File: src/rtl/seg7_scan_reader.sv
// Recovers BCD digits from a multiplexed 7-segment bus: filters unstable
// segment/select pairs, assembles an in-order scan frame and emits it with a valid pulse.
module seg7_scan_reader #(
    parameter int NUM_DIGITS    = 4,
    parameter int STABLE_CYCLES = 4
) (
    input  logic                    clk,
    input  logic                    reset,
    input  logic [6:0]              seg_in,
    input  logic [NUM_DIGITS-1:0]   dig_sel,
    output logic [4*NUM_DIGITS-1:0] bcd_out,
    output logic [NUM_DIGITS-1:0]   err_mask,
    output logic                    frame_valid,
    output logic                    frame_drop
);

    localparam int CW = $clog2(STABLE_CYCLES + 1);
    localparam int IW = (NUM_DIGITS > 1) ? $clog2(NUM_DIGITS) : 1;
    localparam int KW = $clog2(NUM_DIGITS + 1);

    typedef enum logic [1:0] {IDLE, COLLECT, EMIT} state_t;

    state_t                  state_reg;
    logic [6:0]              seg_q;
    logic [NUM_DIGITS-1:0]   sel_q;
    logic [CW-1:0]           cnt_reg;
    logic [CW-1:0]           cnt_next;
    logic [KW-1:0]           k_reg;
    logic [3:0]              stage_bcd_reg [NUM_DIGITS];
    logic [NUM_DIGITS-1:0]   stage_err_reg;
    logic [3:0]              bcd_reg [NUM_DIGITS];
    logic [NUM_DIGITS-1:0]   err_mask_reg;
    logic                    frame_valid_reg;
    logic                    frame_drop_reg;

    logic                    in_onehot;
    logic                    in_changed;
    logic                    capture;
    logic [IW-1:0]           sel_idx;
    logic [3:0]              dec_nib;
    logic                    dec_err;

    // The stability count tracks the value the input registers are about to take.
    always_comb begin
        in_onehot  = (dig_sel != '0) && ((dig_sel & (dig_sel - 1'b1)) == '0);
        in_changed = (seg_in != seg_q) || (dig_sel != sel_q);
        cnt_next   = cnt_reg;
        if (!in_onehot)
            cnt_next = '0;
        else if (in_changed)
            cnt_next = CW'(1);
        else if (cnt_reg != CW'(STABLE_CYCLES))
            cnt_next = cnt_reg + 1'b1;
        capture = in_onehot && !in_changed && (cnt_reg == CW'(STABLE_CYCLES - 1));
    end

    always_comb begin
        sel_idx = '0;
        for (int i = 0; i < NUM_DIGITS; i++)
            if (sel_q[i])
                sel_idx = IW'(i);
    end

    always_comb begin
        dec_err = 1'b0;
        case (seg_q)
            7'b1111110: dec_nib = 4'h0;
            7'b0110000: dec_nib = 4'h1;
            7'b1101101: dec_nib = 4'h2;
            7'b1111001: dec_nib = 4'h3;
            7'b0110011: dec_nib = 4'h4;
            7'b1011011: dec_nib = 4'h5;
            7'b1011111: dec_nib = 4'h6;
            7'b1110010: dec_nib = 4'h7;
            7'b1111111: dec_nib = 4'h8;
            7'b1111011: dec_nib = 4'h9;
            7'b0000000: dec_nib = 4'hF;
            default: begin
                dec_nib = 4'hE;
                dec_err = 1'b1;
            end
        endcase
    end

    always_ff @(posedge clk) begin
        if (reset) begin
            seg_q           <= '0;
            sel_q           <= '0;
            cnt_reg         <= '0;
            state_reg       <= IDLE;
            k_reg           <= '0;
            stage_err_reg   <= '0;
            err_mask_reg    <= '0;
            frame_valid_reg <= 1'b0;
            frame_drop_reg  <= 1'b0;
            for (int i = 0; i < NUM_DIGITS; i++) begin
                stage_bcd_reg[i] <= '0;
                bcd_reg[i]       <= '0;
            end
        end else begin
            seg_q           <= seg_in;
            sel_q           <= dig_sel;
            cnt_reg         <= cnt_next;
            frame_valid_reg <= 1'b0;
            frame_drop_reg  <= 1'b0;
            case (state_reg)
                IDLE: begin
                    if (capture && sel_idx == '0) begin
                        stage_bcd_reg[0] <= dec_nib;
                        stage_err_reg[0] <= dec_err;
                        k_reg            <= KW'(1);
                        state_reg        <= (NUM_DIGITS == 1) ? EMIT : COLLECT;
                    end
                end
                COLLECT: begin
                    if (capture) begin
                        if (sel_idx == '0) begin
                            stage_bcd_reg[0] <= dec_nib;
                            stage_err_reg[0] <= dec_err;
                            k_reg            <= KW'(1);
                        end else if (KW'(sel_idx) == k_reg) begin
                            stage_bcd_reg[sel_idx] <= dec_nib;
                            stage_err_reg[sel_idx] <= dec_err;
                            k_reg                  <= k_reg + 1'b1;
                            if (k_reg == KW'(NUM_DIGITS - 1))
                                state_reg <= EMIT;
                        end else begin
                            // Out-of-order digit: abandon the partial frame entirely.
                            frame_drop_reg <= 1'b1;
                            stage_err_reg  <= '0;
                            k_reg          <= '0;
                            state_reg      <= IDLE;
                            for (int i = 0; i < NUM_DIGITS; i++)
                                stage_bcd_reg[i] <= '0;
                        end
                    end
                end
                EMIT: begin
                    for (int i = 0; i < NUM_DIGITS; i++)
                        bcd_reg[i] <= stage_bcd_reg[i];
                    err_mask_reg    <= stage_err_reg;
                    frame_valid_reg <= 1'b1;
                    k_reg           <= '0;
                    state_reg       <= IDLE;
                end
                default: state_reg <= IDLE;
            endcase
        end
    end

    genvar gi;
    generate
        for (gi = 0; gi < NUM_DIGITS; gi++) begin : g_out
            assign bcd_out[4*gi +: 4] = bcd_reg[gi];
        end
    endgenerate

    assign err_mask    = err_mask_reg;
    assign frame_valid = frame_valid_reg;
    assign frame_drop  = frame_drop_reg;

endmodule

File: config.mk
export PLATFORM = sky130hd
export DESIGN_NAME = seg7_scan_reader
export DESIGN_NICKNAME = d
export VERILOG_FILES = /design/src/rtl/seg7_scan_reader.sv
export SDC_FILE = /design/constraint.sdc
export NUM_CORES = 1
export LEC_CHECK = 0
export ABC_CLOCK_PERIOD_IN_PS = 3700
export CAP_MARGIN = 40
export CORE_ASPECT_RATIO = 0.7
export CORE_MARGIN = 2
export CORE_UTILIZATION = 25
export CTS_CLUSTER_DIAMETER = 40
export DETAILED_ROUTE_END_ITERATION = 10
export GPL_ROUTABILITY_DRIVEN = 0
export SYNTH_ARGS = -nofsm -noshare
export SYNTH_HDL_FRONTEND = slang
export SYNTH_SLANG_ARGS = --single-unit
File: constraint.sdc
create_clock -name clk -period 3.7 [get_ports clk]
set_input_delay 0.37 -clock clk [delete_from_list [all_inputs] [get_ports clk]]
set_output_delay 0.37 -clock clk [all_outputs]
set_load 0.01 [all_outputs]
==> flow_summary.yaml, run 1 <==
synth:
  synth_area_leaders: "edfxtp_1 31%, dfxtp_1 19%, nor2_1 4.4%"
  avgSynthCellArea_sq_um: 11.1
  synth_xor_area_frac: 0.0466
  synth_top_area_cell: "edfxtp_1"
  synth_nets: 300
  ys_warn_count: 0
  synth-compound-area-share: 0.0928
  ys_async_sr_fraction: 0
  yosysSeqAreaShare: 0.499
  synth_top_flop_cell: "edfxtp_1"
  yosys_register_bits: 61
  synthAdderAreaFrac: 0.0324
  synth_top_family_by_area: "simple AND/OR/NAND/NOR gates"
  synth_area_sq_um: 3090
  synthMuxAreaShare: 0.0393
  synth_edf_count: 32
  yosys.area_share.simple: 0.246
  yosysUniqueCellTypes: 59
  netlist.area_leader.share: 0.311
  syn_inst: 279
drt:
  wl_per_cell_um: 12.8
  totalWireLength_mm: 6.08
  first_iter_violations: 131
  drc: 0
  via_per_inst: 4.41
  via_count: 2095
  dr.pass1.iters: 4
  ant_nets: 0
worst_setup_path:
  worstPathRequired_ns: 3.72
  startpoint: "dig_sel[3]"
  rrSetupSlack_ns: 1.20
  cp_slowest_stage_delay_ns: 0.53
  r2r-end: "stage_bcd_reg[3][1]"
  r2r_start: "seg_q[0]"
  crit_path_top_delay_cell: "clkdlybuf4s50_1"
  worstSetupPathType: "in2reg"
  worstRegToRegCells: 6
  path_cells: "clkdlybuf4s50_1 > nor4b_1 > a211oi_2 > nor4_4 > nand2_2 > o31ai_4 > nand2b_1"
  crit_path_end_kind: "flop"
  cp.arrival_ns: 2.57
  cp_max_fo: 7
  endpoint: "stage_bcd_reg[3][1]"
  cp-start-kind: "input pin"
global_route:
  grt_max_degree: 18
  grt_first_pass_wirelength_mm: 10.3
  grt_pass1_vias: 2040
  grt_usage: 0.102
  overflow: 0
  antenna_found_initial: 0
sta:
  finClkSkew_ns: 0.00582
  fin_crit_sh: 0.688
  relSlewSlack: 0.471
  hold_violations: 0
  fin_ws_ns: 1.15
  worst_slew_pin_slew_ns: 0.787
  setup_tns_ns: 0
  max_clock_freq_ghz: 0.393
  slew_viol_final: 0
  post-route-min-period_ns: 2.55
  setup_viol: 0
  rsz0062_at_grt: "no"
clock_network:
  cts_setup_buffers: 0
  cts_sinks: 61
  tritoncts: "yes"
  cts_hold_buf: 0
  cts_buffers: 9
  cts_resized: 0
  cts_buffer_depth: 2
  path_clk_slew_ns: 0.05
  worstSkewPairLatency_ns: 0.33
  cts-root-buf: "clkbuf_16"
  htree_levels: 3
pwr:
  p_leak_uw: 0.00137
  p_per_area_nw_per_um2: 430
  ir_drop_uv: 214
floorplanning:
  die_h_um: 97.0
  ios: 35
  core_area_sq_um: 11900
  rows: 33
  die_area_sq_um: 13300
  start_util: 0.260
  die_width_um: 137
placed_design:
  io_buffers: 34
  hpwl_mm: 4.59
  place_ws_ns: 0.837
final_layout:
  nets: 334
  syn2layout_area_growth_pct: 24.0
  utilization: 0.322
  num_antenna_cells: 0
  layout-drive-gt1-share: 0.135
flow_run:
  drv_cap: 0
hold_path:
  hp-class: "reg2reg"
run_status:
  status: "complete, no violations"
==> cell usage after synthesis, drive strengths merged, types with 2 or more instances <==
library cell,n
a31oi,2
o2111ai,3
nand2b,6
edfxtp,32
clkbuf,4
nor3b,3
nor2,36
nor4,3
nor3,6
xnor2,12
nor4b,2
buf,9
inv,13
dfxtp,29
and2,18
a21oi,7
nand3,9
ha,8
and4,2
a21boi,2
nand4,6
nand2,12
o21ai,7
or3,2
and3b,3
mux2i,11
nor2b,14
a211oi,2
o31ai,2
==> worst min path at each step <==
stage | from | end | slack, ns | depth (start not counted)
2_1_floorplan | stage_err_reg[0] | stage_err_reg[0] | 0.45 | 2
3_3_place_gp | state_reg[0] | state_reg[0] | 0.47 | 2
3_5_place_dp | cnt_reg[2] | cnt_reg[1] | 0.48 | 2
4_1_cts | cnt_reg[2] | cnt_reg[1] | 0.49 | 2
5_1_grt | state_reg[0] | state_reg[0] | 0.53 | 2
6_report | cnt_reg[2] | cnt_reg[1] | 0.48 | 2
==> stage by stage <==
stage	area, sq um	total power, uW	hold WS, ns	std cells
final	3830	1640	0.485	475
after floorplan	3090	848	0.445	279
after global placement	3550	890	0.468	459
after CTS	3830	1670	0.492	475
after detailed placement	3550	893	0.485	459
after global routing	3830	1710	0.529	475
==> layout by cell type (no fill, tap or decap), types with 5 or more instances in the layout <==
master,instances
edfxtp_1,32
xnor2_1,8
and2_1,17
a21oi_1,7
nand2b_1,6
nor2b_1,14
mux2i_1,11
nand2_1,11
nand3_1,5
nor2_1,36
nor3_1,5
clkbuf_16,9
ha_1,8
clkdlybuf4s50_1,34
dfxtp_1,29
inv_1,13
==> layer usage <==
| layer | GRT usage | wire length, um | vias up |
|---|---|---|---|
| li1 | - | - | 1060 |
| met1 | 0.146 | 3270 | 974 |
| met2 | 0.135 | 2390 | 49 |
| met3 | 0.0367 | 297 | 12 |
| met4 | 0.0428 | 116 | 0 |
| met5 | 0 | 0 | - |
==> layout make-up <==
| type | instances | area, sq um |
|---|---|---|
| well taps | 157 | 196 |
| clock buffers | 9 | 225 |
| clock inverters | 7 | 51.3 |
| flip-flops and latches | 61 | 1540 |
| multi-input cells | 192 | 1410 |
| repair buffers | 36 | 355 |
| inverters | 13 | 48.8 |
| fillers | 1199 | 8060 |
==> cell families (layout without fill, tap and decap cells) <==
kind of cell,after synthesis,in the layout
AND/OR/NAND/NOR,125,125
flip-flops,61,61
AO/OA/AOI/OAI,34,34
buffers and inverters,26,65
XOR/XNOR,13,13
multiplexers,12,12
adder cells (fa/ha/maj),8,8
==> report_power, final <==
group	switching, uW	internal, uW
clock network	312	454
logic	66.7	59.2
registers	21.5	732
total	400	1240
==> critical path: cells and delay by family <==
family / cells / cell delay, ns
AND/OR/NAND/NOR: 4 / 1.18
buffers and inverters: 1 / 0.53
AO/OA/AOI/OAI: 2 / 0.49
No activity file was read; power rests on OpenSTA's default activity.
==> inputs of run 2 (changes only) <==
--- a/config.mk
+++ b/config.mk
@@ -5,7 +5,7 @@
 export SDC_FILE = /design/constraint.sdc
 export NUM_CORES = 1
 export LEC_CHECK = 0
-export ABC_CLOCK_PERIOD_IN_PS = 3700
+export ABC_CLOCK_PERIOD_IN_PS = 2300
 export CAP_MARGIN = 40
 export CORE_ASPECT_RATIO = 0.7
 export CORE_MARGIN = 2
==> constraint.sdc (replaced) <==
create_clock -name clk -period 2.3 [get_ports clk]
set_input_delay 0.23 -clock clk [delete_from_list [all_inputs] [get_ports clk]]
set_output_delay 0.23 -clock clk [all_outputs]
set_load 0.01 [all_outputs]
==> run 2 against run 1 <==
  * Clock power is 85% higher
  * Sequential cell count unchanged
  * Clock skew is 0.0013 ns lower
  * Die area did not move
  * Via count rose by 4.4%
  * First-iteration DRC count down 3.8%
  * Combinational power increased by 76%
  * Global-route usage decreased by 0.13 points
  * Routed wire length is 1.9% higher
  * Critical endpoint is now stage_bcd_reg[2][2]
  * Largest power group unchanged
==> flow_summary.yaml, run 2 (synthesis results as in run 1) <==
floorplanning:
  start_util: 0.260
  rows: 33
  die_h_um: 97.0
  die_width_um: 137
  ios: 35
  core_area_sq_um: 11900
  die_area_sq_um: 13300
sta:
  max_clock_freq_ghz: 0.448
  fin_ws_ns: 0.0675
  fin_crit_sh: 0.971
  setup_tns_ns: 0
  finClkSkew_ns: 0.00454
  slew_viol_final: 0
  post-route-min-period_ns: 2.23
  relSlewSlack: 0.484
  setup_viol: 0
  worst_slew_pin_slew_ns: 0.772
  rsz0062_at_grt: "no"
  hold_violations: 0
drt:
  drc: 0
  ant_nets: 0
  wl_per_cell_um: 12.5
  totalWireLength_mm: 6.19
  first_iter_violations: 126
  via_count: 2187
  dr.pass1.iters: 4
  via_per_inst: 4.43
global_route:
  grt_max_degree: 18
  grt_pass1_vias: 2120
  grt_first_pass_wirelength_mm: 10.2
  overflow: 0
  grt_usage: 0.100
  antenna_found_initial: 0
placed_design:
  io_buffers: 34
  dpl.cell_count: 478
  hpwl_mm: 4.74
  place_ws_ns: -0.294
  dpl-instance-area_sq_um: 3690
clock_network:
  cts_resized: 0
  cts-root-buf: "clkbuf_16"
  path_clk_slew_ns: 0.05
  cts_setup_buffers: 0
  cts_hold_buf: 0
  cts_sinks: 61
  worstSkewPairLatency_ns: 0.33
  htree_levels: 3
  cts_buffers: 9
  tritoncts: "yes"
  cts_buffer_depth: 2
final_layout:
  layout_common_cells: "36 x nor2_1, 34 x clkdlybuf4s50_1, 32 x edfxtp_1"
  num_antenna_cells: 0
  nets: 353
  utilization: 0.338
  syn2layout_area_growth_pct: 30.4
  seqCellArea_sq_um: 1550
  multi_input_area_sq_um: 1420
  final_common_cell: "nor2_1"
  final.fill_count: 1188
  layout-drive-gt1-share: 0.196
  final_cell_count_no_fill: 494
  finalInstanceArea_sq_um: 4020
run_status:
  status: "complete, no violations"
hold_path:
  hp-class: "reg2reg"
worst_setup_path:
  cp_max_fo: 6
  crit_path_end_kind: "flop"
  cp-start-kind: "flop"
  crit_path_top_delay_cell: "dfxtp_1"
  path_cells: "xnor2_2 > nand4_2 > nor4_4 > nand2_2 > o31ai_4 > nand2b_1"
  cp.arrival_ns: 2.25
  cp_slowest_stage_delay_ns: 0.50
  worstSetupPathType: "reg2reg"
  worstPathRequired_ns: 2.32
flow_run:
  drv_cap: 0
pwr:
  p_per_area_nw_per_um2: 709
  p_leak_uw: 0.00148
  ir_drop_uv: 437
run 2: worst paths after layout:
| check | startpoint | endpoint | slack [ns] | cells past startpoint |
|---|---|---|---|---|
| worst max-delay path | sel_q[3] | stage_bcd_reg[2][2] | 0.07 | 6 |
| worst min-delay path | state_reg[0] | state_reg[0] | 0.47 | 2 |
| worst max register to register | sel_q[3] | stage_bcd_reg[2][2] | 0.07 | 6 |
| worst min register to register | state_reg[0] | state_reg[0] | 0.47 | 2 |
run 2: layout make-up:
cell class	count	share of cell area
Sequential cell	61	0.385
Multi-Input combinational cell	192	0.352
Timing Repair Buffer	55	0.124
Clock buffer	10	0.0569
Tap cell	157	0.0488
Clock inverter	6	0.0218
Inverter	13	0.0121
run 2: worst max-delay path: cells and delay by family (launching register included):
family	cells	cell delay (ns)
and+or+nand+nor	4	0.99
DFF	1	0.50
AOI/OAI and AO/OA	1	0.27
xor gates and xnor gates	1	0.16
run 2: metrics by stage:
stage               power [uW]  hold WS, ns
finish                    2850        0.469
global route              2960        0.506
CTS                       2890        0.477
detailed placement        1450        0.469
global placement          1450        0.467
floorplan                 1360        0.358
run 2: metal layers:
layer	GRT usage	wire length, um
met2	0.134	2480
met5	0	0
met1	0.142	3270
met3	0.0372	330
met4	0.0444	111
run 2: power by group:
group / leakage [uW] / internal [uW] / switching (uW) / total, uW
sequential: 0.000558 / 1180 / 28.5 / 1210
combinational: 0.000780 / 107 / 115 / 222
clock: 0.000146 / 945 / 479 / 1420
